[src/rtl/mem_port_arbiter_if.sv]
// Request/response bundle between the IF/LS requesters, the memory port arbiter
// and the unified single-port memory.
interface mem_port_arbiter_if #(
  parameter int ADDR_W = 32,
  parameter int DATA_W = 32
);
  logic              if_req;
  logic [ADDR_W-1:0] if_addr;
  logic              if_gnt;
  logic              if_rvalid;
  logic [DATA_W-1:0] if_rdata;

  logic              ls_req;
  logic              ls_we;
  logic [ADDR_W-1:0] ls_addr;
  logic [DATA_W-1:0] ls_wdata;
  logic              ls_gnt;
  logic              ls_rvalid;
  logic [DATA_W-1:0] ls_rdata;

  logic              mem_en;
  logic              mem_we;
  logic [ADDR_W-1:0] mem_addr;
  logic [DATA_W-1:0] mem_wdata;
  logic [DATA_W-1:0] mem_rdata;

  logic              busy;

  modport slave (
    input  if_req, if_addr, ls_req, ls_we, ls_addr, ls_wdata, mem_rdata,
    output if_gnt, if_rvalid, if_rdata, ls_gnt, ls_rvalid, ls_rdata,
           mem_en, mem_we, mem_addr, mem_wdata, busy
  );

  modport master (
    output if_req, if_addr, ls_req, ls_we, ls_addr, ls_wdata, mem_rdata,
    input  if_gnt, if_rvalid, if_rdata, ls_gnt, ls_rvalid, ls_rdata,
           mem_en, mem_we, mem_addr, mem_wdata, busy
  );
endinterface

[src/rtl/mem_port_arbiter.sv]
// Shares one single-port memory between instruction fetch and load/store:
// one access at a time, LS priority with an IF anti-starvation override.
module mem_port_arbiter #(
  parameter int ADDR_W     = 32,
  parameter int DATA_W     = 32,
  parameter int MEM_LAT    = 1,
  parameter int STARVE_MAX = 4
) (
  input  logic              clk,
  input  logic              reset,
  mem_port_arbiter_if.slave bus
);
  localparam int CNT_W = (MEM_LAT < 2) ? 1 : $clog2(MEM_LAT + 1);
  localparam int SV_W  = (STARVE_MAX < 2) ? 1 : $clog2(STARVE_MAX + 1);
  localparam logic [CNT_W-1:0] LAT_INIT   = CNT_W'(MEM_LAT);
  localparam logic [SV_W-1:0]  STARVE_TOP = SV_W'(STARVE_MAX);

  typedef enum logic [1:0] {S_IDLE, S_ISSUE, S_WAIT, S_RESP} state_t;

  state_t            r_state;
  logic [SV_W-1:0]   r_starve;
  logic [CNT_W-1:0]  r_cnt;
  logic              r_owner_ls;
  logic              r_we;
  logic              r_mem_en;
  logic              r_mem_we;
  logic [ADDR_W-1:0] r_addr;
  logic [DATA_W-1:0] r_wdata;
  logic              r_if_rvalid;
  logic [DATA_W-1:0] r_if_rdata;
  logic              r_ls_rvalid;
  logic [DATA_W-1:0] r_ls_rdata;

  logic w_idle;
  logic w_if_wins;
  logic w_if_gnt;
  logic w_ls_gnt;

  // Grants are masked while reset is held so nothing is accepted that reset would drop.
  assign w_idle    = (r_state == S_IDLE) && !reset;
  assign w_if_wins = bus.if_req && (!bus.ls_req || (r_starve == STARVE_TOP));
  assign w_if_gnt  = w_idle && w_if_wins;
  assign w_ls_gnt  = w_idle && bus.ls_req && !w_if_wins;

  always_ff @(posedge clk) begin
    if (reset) begin
      r_state     <= S_IDLE;
      r_starve    <= '0;
      r_cnt       <= '0;
      r_owner_ls  <= 1'b0;
      r_we        <= 1'b0;
      r_mem_en    <= 1'b0;
      r_mem_we    <= 1'b0;
      r_addr      <= '0;
      r_wdata     <= '0;
      r_if_rvalid <= 1'b0;
      r_if_rdata  <= '0;
      r_ls_rvalid <= 1'b0;
      r_ls_rdata  <= '0;
    end else begin
      r_if_rvalid <= 1'b0;
      r_ls_rvalid <= 1'b0;
      r_mem_en    <= 1'b0;
      r_mem_we    <= 1'b0;
      case (r_state)
        S_IDLE: begin
          if (!bus.if_req || w_if_gnt) begin
            r_starve <= '0;
          end else if (w_ls_gnt && (r_starve != STARVE_TOP)) begin
            r_starve <= r_starve + SV_W'(1);
          end
          if (w_if_gnt || w_ls_gnt) begin
            r_owner_ls <= w_ls_gnt;
            r_we       <= w_ls_gnt && bus.ls_we;
            r_addr     <= w_ls_gnt ? bus.ls_addr : bus.if_addr;
            r_wdata    <= w_ls_gnt ? bus.ls_wdata : '0;
            r_mem_en   <= 1'b1;
            r_mem_we   <= w_ls_gnt && bus.ls_we;
            r_state    <= S_ISSUE;
          end
        end
        S_ISSUE: begin
          r_cnt   <= LAT_INIT;
          r_state <= S_WAIT;
        end
        S_WAIT: begin
          r_cnt <= r_cnt - CNT_W'(1);
          // Last wait cycle: memory data is valid now, so it goes straight to the owner.
          if (r_cnt == CNT_W'(1)) begin
            if (r_owner_ls) begin
              r_ls_rvalid <= 1'b1;
              r_ls_rdata  <= r_we ? '0 : bus.mem_rdata;
            end else begin
              r_if_rvalid <= 1'b1;
              r_if_rdata  <= bus.mem_rdata;
            end
            r_state <= S_RESP;
          end
        end
        S_RESP: begin
          r_state <= S_IDLE;
        end
        default: begin
          r_state <= S_IDLE;
        end
      endcase
    end
  end

  assign bus.if_gnt    = w_if_gnt;
  assign bus.ls_gnt    = w_ls_gnt;
  assign bus.if_rvalid = r_if_rvalid;
  assign bus.if_rdata  = r_if_rdata;
  assign bus.ls_rvalid = r_ls_rvalid;
  assign bus.ls_rdata  = r_ls_rdata;
  assign bus.mem_en    = r_mem_en;
  assign bus.mem_we    = r_mem_we;
  assign bus.mem_addr  = r_addr;
  assign bus.mem_wdata = r_wdata;
  assign bus.busy      = (r_state != S_IDLE);
endmodule

[src/flat_wrapper.sv]
// flat-port wrapper written by rule: the top's interface ports become plain ports
module mem_port_arbiter_flat 
#(
  parameter int ADDR_W     = 32,
  parameter int DATA_W     = 32,
  parameter int MEM_LAT    = 1,
  parameter int STARVE_MAX = 4
)
  (clk, reset, bus_if_req, bus_if_addr, bus_ls_req, bus_ls_we, bus_ls_addr, bus_ls_wdata, bus_mem_rdata, bus_if_gnt, bus_if_rvalid, bus_if_rdata, bus_ls_gnt, bus_ls_rvalid, bus_ls_rdata, bus_mem_en, bus_mem_we, bus_mem_addr, bus_mem_wdata, bus_busy);
  mem_port_arbiter_if #(.ADDR_W(ADDR_W), .DATA_W(DATA_W)) bus_i ();
  input  logic clk;
  input  logic reset;
  input wire logic [$bits(bus_i.if_req)-1:0] bus_if_req;
  input wire logic [$bits(bus_i.if_addr)-1:0] bus_if_addr;
  input wire logic [$bits(bus_i.ls_req)-1:0] bus_ls_req;
  input wire logic [$bits(bus_i.ls_we)-1:0] bus_ls_we;
  input wire logic [$bits(bus_i.ls_addr)-1:0] bus_ls_addr;
  input wire logic [$bits(bus_i.ls_wdata)-1:0] bus_ls_wdata;
  input wire logic [$bits(bus_i.mem_rdata)-1:0] bus_mem_rdata;
  output wire logic [$bits(bus_i.if_gnt)-1:0] bus_if_gnt;
  output wire logic [$bits(bus_i.if_rvalid)-1:0] bus_if_rvalid;
  output wire logic [$bits(bus_i.if_rdata)-1:0] bus_if_rdata;
  output wire logic [$bits(bus_i.ls_gnt)-1:0] bus_ls_gnt;
  output wire logic [$bits(bus_i.ls_rvalid)-1:0] bus_ls_rvalid;
  output wire logic [$bits(bus_i.ls_rdata)-1:0] bus_ls_rdata;
  output wire logic [$bits(bus_i.mem_en)-1:0] bus_mem_en;
  output wire logic [$bits(bus_i.mem_we)-1:0] bus_mem_we;
  output wire logic [$bits(bus_i.mem_addr)-1:0] bus_mem_addr;
  output wire logic [$bits(bus_i.mem_wdata)-1:0] bus_mem_wdata;
  output wire logic [$bits(bus_i.busy)-1:0] bus_busy;
  assign bus_i.if_req = bus_if_req;
  assign bus_i.if_addr = bus_if_addr;
  assign bus_i.ls_req = bus_ls_req;
  assign bus_i.ls_we = bus_ls_we;
  assign bus_i.ls_addr = bus_ls_addr;
  assign bus_i.ls_wdata = bus_ls_wdata;
  assign bus_i.mem_rdata = bus_mem_rdata;
  assign bus_if_gnt = bus_i.if_gnt;
  assign bus_if_rvalid = bus_i.if_rvalid;
  assign bus_if_rdata = bus_i.if_rdata;
  assign bus_ls_gnt = bus_i.ls_gnt;
  assign bus_ls_rvalid = bus_i.ls_rvalid;
  assign bus_ls_rdata = bus_i.ls_rdata;
  assign bus_mem_en = bus_i.mem_en;
  assign bus_mem_we = bus_i.mem_we;
  assign bus_mem_addr = bus_i.mem_addr;
  assign bus_mem_wdata = bus_i.mem_wdata;
  assign bus_busy = bus_i.busy;
  mem_port_arbiter #(.ADDR_W(ADDR_W), .DATA_W(DATA_W), .MEM_LAT(MEM_LAT), .STARVE_MAX(STARVE_MAX)) u_core (.clk(clk), .reset(reset), .bus(bus_i));
endmodule
[config.mk]
export PLATFORM = sky130hd
export DESIGN_NAME = mem_port_arbiter_flat
export DESIGN_NICKNAME = d
export VERILOG_FILES = /design/src/rtl/mem_port_arbiter_if.sv /design/src/rtl/mem_port_arbiter.sv /design/src/flat_wrapper.sv
export SDC_FILE = /design/constraint.sdc
export NUM_CORES = 1
export LEC_CHECK = 0
export BUFFER_PORTS_ARGS = -buffer_cell sky130_fd_sc_hd__buf_2
export CAP_MARGIN = 30
export CELL_PAD_IN_SITES_DETAIL_PLACEMENT = 1
export CELL_PAD_IN_SITES_GLOBAL_PLACEMENT = 1
export CORE_MARGIN = 8
export CORE_UTILIZATION = 30
export CTS_CLUSTER_DIAMETER = 150
export CTS_CLUSTER_SIZE = 12
export DETAILED_ROUTE_END_ITERATION = 10
export GPL_ROUTABILITY_DRIVEN = 0
export HOLD_SLACK_MARGIN = 0.15
export PLACE_DENSITY_LB_ADDON = 0.1
export SLEW_MARGIN = 10
export SYNTH_ARGS = -nofsm -noshare
export SYNTH_HDL_FRONTEND = slang
export SYNTH_SLANG_ARGS = --single-unit
[constraint.sdc]
create_clock -name clk -period 1.6 [get_ports clk]
set_clock_uncertainty 0.1 [all_clocks]
set_input_delay 0.08 -clock clk [delete_from_list [all_inputs] [get_ports clk]]
set_output_delay 0.08 -clock clk [all_outputs]
set_load 0.05 [all_outputs]
==> flow_metrics.env <==
export IMPL_dieArea_sq_mm=0.0233
export IMPL_period_needed_ns=1.83
export IMPL_area_growth_pct=89.6
export IMPL_cts_inserted_buffers=17
export IMPL_drv_slew=0
export IMPL_slew_headroom_pct=33.9
export IMPL_io_pins=268
export IMPL_finalPower_w=0.0139
export IMPL_initial_core_util_pct=30.3
export IMPL_tns_ns=-10.07
export IMPL_first_iter_violations=241
export IMPL_status="finished, violations left"
export IMPL_dr_pass1_iters=4
export IMPL_yosys_area_top_type="dfxtp_1"
export IMPL_startpoint_type="flop"
export IMPL_grt_pass1_wl_microns=38900
export IMPL_io_buffers=267
export IMPL_syn_area_per_cell_sq_um=9.08
export IMPL_crit_path_end_kind="flop"
export IMPL_final_hold_violation_count=0
export IMPL_worstPathRequired_ns=1.76
export IMPL_synthCells=617
export IMPL_htree_levels=4
export IMPL_cp_max_fo=6
export IMPL_worst_slack_ns=-0.229
export IMPL_synth_nets=755
export IMPL_async_reset_ff_share_pct=0
export IMPL_dieHeight_microns=153
export IMPL_worst_setup_path_type="flop to flop"
export IMPL_cts_reportedPaths_clkPinSlew_ns=0.07
export IMPL_drc=0
export IMPL_setup_viol=127
export IMPL_vias_per_cell=5.19
export IMPL_register_area_sq_mm=0.00281
export IMPL_synth_seq_cells=140
export IMPL_ir_drop_v=0.000862
export IMPL_rows=50
export IMPL_multi_input_area_sq_mm=0.00312
export IMPL_cts_num_sinks=140
export IMPL_tritoncts="built"
export IMPL_placed_cells=1086
export IMPL_drt_wl_total_microns=27600
export IMPL_cpPeakStageDelay_ns=0.32
export IMPL_grtUsageTotal_pct=20.4
export IMPL_finalCritPeriodShare_pct=114
export IMPL_yosys_warnings=0
export IMPL_cp_arrival_ns=1.99
export IMPL_hold_class="primary input to flop"
export IMPL_place_area_sq_mm=0.00743
export IMPL_design_area_sq_mm=0.0106
export IMPL_nets=1174
export IMPL_clock_root_buffer="clkbuf_16"
export IMPL_wl_per_cell_microns=21.4
export IMPL_grt_overflow_total=0
export IMPL_path_cells="inv_2, ha_4, buf_4, buf_6, nand2b_4, buf_12, clkbuf_16, nor3_2, a2111oi_4"
export IMPL_die_w_microns=153
export IMPL_vias=6673
export IMPL_insertion_delay_ns=0.41
export IMPL_synth_edf_count=0
export IMPL_drv_cap=0
export IMPL_coreArea_sq_mm=0.0185
export IMPL_ant_nets=0
export IMPL_layoutNonFillerInstCount=1286
export IMPL_worst_pin_slew_ns=0.992
export IMPL_hpwl_microns=15500
export IMPL_p_per_area_mw_per_mm2=1310
export IMPL_synth_seq_area_share_pct=50.0
export IMPL_nFillCells=2054
export IMPL_clock_path_buffers=2
export IMPL_cpMaxStageDelayCell="dfxtp_2"
export IMPL_synth_area_sq_mm=0.00560
export IMPL_drive_above_1_share_pct=48.5
export IMPL_ys_flop_type="dfxtp_1"
export IMPL_synth_area_leaders="dfxtp_1, a21oi_1, a2111oi_2, nor3_1, a22o_1"
export IMPL_antenna_found_initial=3
export IMPL_fmax_ghz=0.547
export IMPL_leakagePower_nw=4.47
export IMPL_rsz0062_at_grt="yes"
export IMPL_grt_pass1_vias=7110
export IMPL_synth_cell_types=37
export IMPL_grt_max_degree=57
export IMPL_violations="setup timing"
export IMPL_synth_top_area_share_pct=50.0
==> stage by stage <==
step / hold WS (ns) / utilization (%) / worst slack, ns
2_1_floorplan: 0.106 / - / 0.0112
3_3_place_gp: 0.208 / 40.1 / -0.0265
3_5_place_dp: 0.212 / 40.1 / -0.104
4_1_cts: 0.156 / 52.1 / -0.201
5_1_grt: 0.220 / 57.4 / -0.300
6_report: 0.201 / 57.4 / -0.229
==> what timing repair did <==
action	4_1_cts	5_1_grt
hold endpoints to repair	135	0
setup buffers	8	11
pin swaps	27	63
gates resized for setup	60	122
hold buffers	131	0
gates cloned	3	14
setup endpoints to repair	94	109
==> critical path: cells and delay by family (launching register included) <==
family,cells,cell delay (ns)
flops,1,0.32
fa+ha+maj,1,0.16
compound gates,1,0.11
buf+inv,5,0.61
simple gates,2,0.38
==> cells in the mapped netlist (2+ instances only) <==
cell and number:
dfxtp_1 140, a21oi_1 101, a22o_1 32, o21ai_0 34, and3_1 2, a2111oi_0 2, inv_1 7, clkbuf_1 24
nor3_1 65, buf_4 8, nor2_1 5, buf_1 4, nand3b_1 2, a2111oi_2 29, nor2b_1 3, nand3_1 34
buf_2 28, nand2_1 71, and3b_1 3, nand4_1 2, ha_1 5
==> power by group <==
part	internal [W]	leakage, nW	total [W]	switching (W)
sequential	0.00391	1.14	0.00422	0.000310
combinational	0.00213	3.03	0.00547	0.00335
clock	0.00253	0.304	0.00420	0.00167
==> placed cells by master (no fill, tap or decap), types with 25 or more instances in the layout <==
cell	n
a21oi_1	76
nand2_1	60
a21oi_2	25
nand3_1	33
buf_2	263
dlygate4sd3_1	131
buf_4	27
nor3_1	46
dfxtp_1	138
a22o_1	32
clkbuf_16	30
==> final cells by class <==
cell class	count	area share (%)
timing repair buffer	466	35.3
clock inverter	14	1.70
sequential	140	26.4
inverter	7	0.306
multi-input combinational	404	29.4
antenna	3	0.0707
tap	234	2.76
clock buffer	18	4.13
==> final timing paths <==
kind,startpoint,to,slack (ns),cells after the start
hold / removal,bus_ls_req,u_core.bus.mem_en$_SDFF_PP0_,0.20,4
setup / recovery,u_core.r_state[0]$_SDFFE_PP0P_,u_core.bus.mem_addr[15]$_SDFFE_PP0P_,-0.23,9
setup reg to reg,u_core.r_state[0]$_SDFFE_PP0P_,u_core.bus.mem_addr[15]$_SDFFE_PP0P_,-0.23,9
hold reg to reg,u_core.bus.if_rdata[13]$_SDFFE_PP0P_,u_core.bus.if_rdata[13]$_SDFFE_PP0P_,0.35,2
==> sequential cells by signal (all words and copies together) (netlist names), 2 cells and up <==
register              flops
u_core.bus.if_rdata      32
u_core.bus.ls_rdata      32
u_core.bus.mem_addr      32
u_core.bus.mem_wdata     32
u_core.r_starve           3
u_core.r_state            2
==> per-layer routing <==
| layer | global-route usage, % | vias up | part of all wire [%] |
|---|---|---|---|
| met5 | 0 | - | 0 |
| met4 | 7.07 | 0 | 2.7 |
| met3 | 7.09 | 56 | 6.4 |
| met2 | 35.1 | 235 | 50 |
| met1 | 23.0 | 3291 | 40 |
| li1 | - | 3091 | - |
==> logic make-up after synthesis <==
family	share of synthesized area [%]
AND/OR/NAND/NOR	16.2
AO/OA/AOI/OAI	26.3
adder cells (fa/ha/maj)	1.12
multiplexers	0.179
buffers and inverters	6.21
flip-flops	50.0
(Power assumes the default switching activity.)
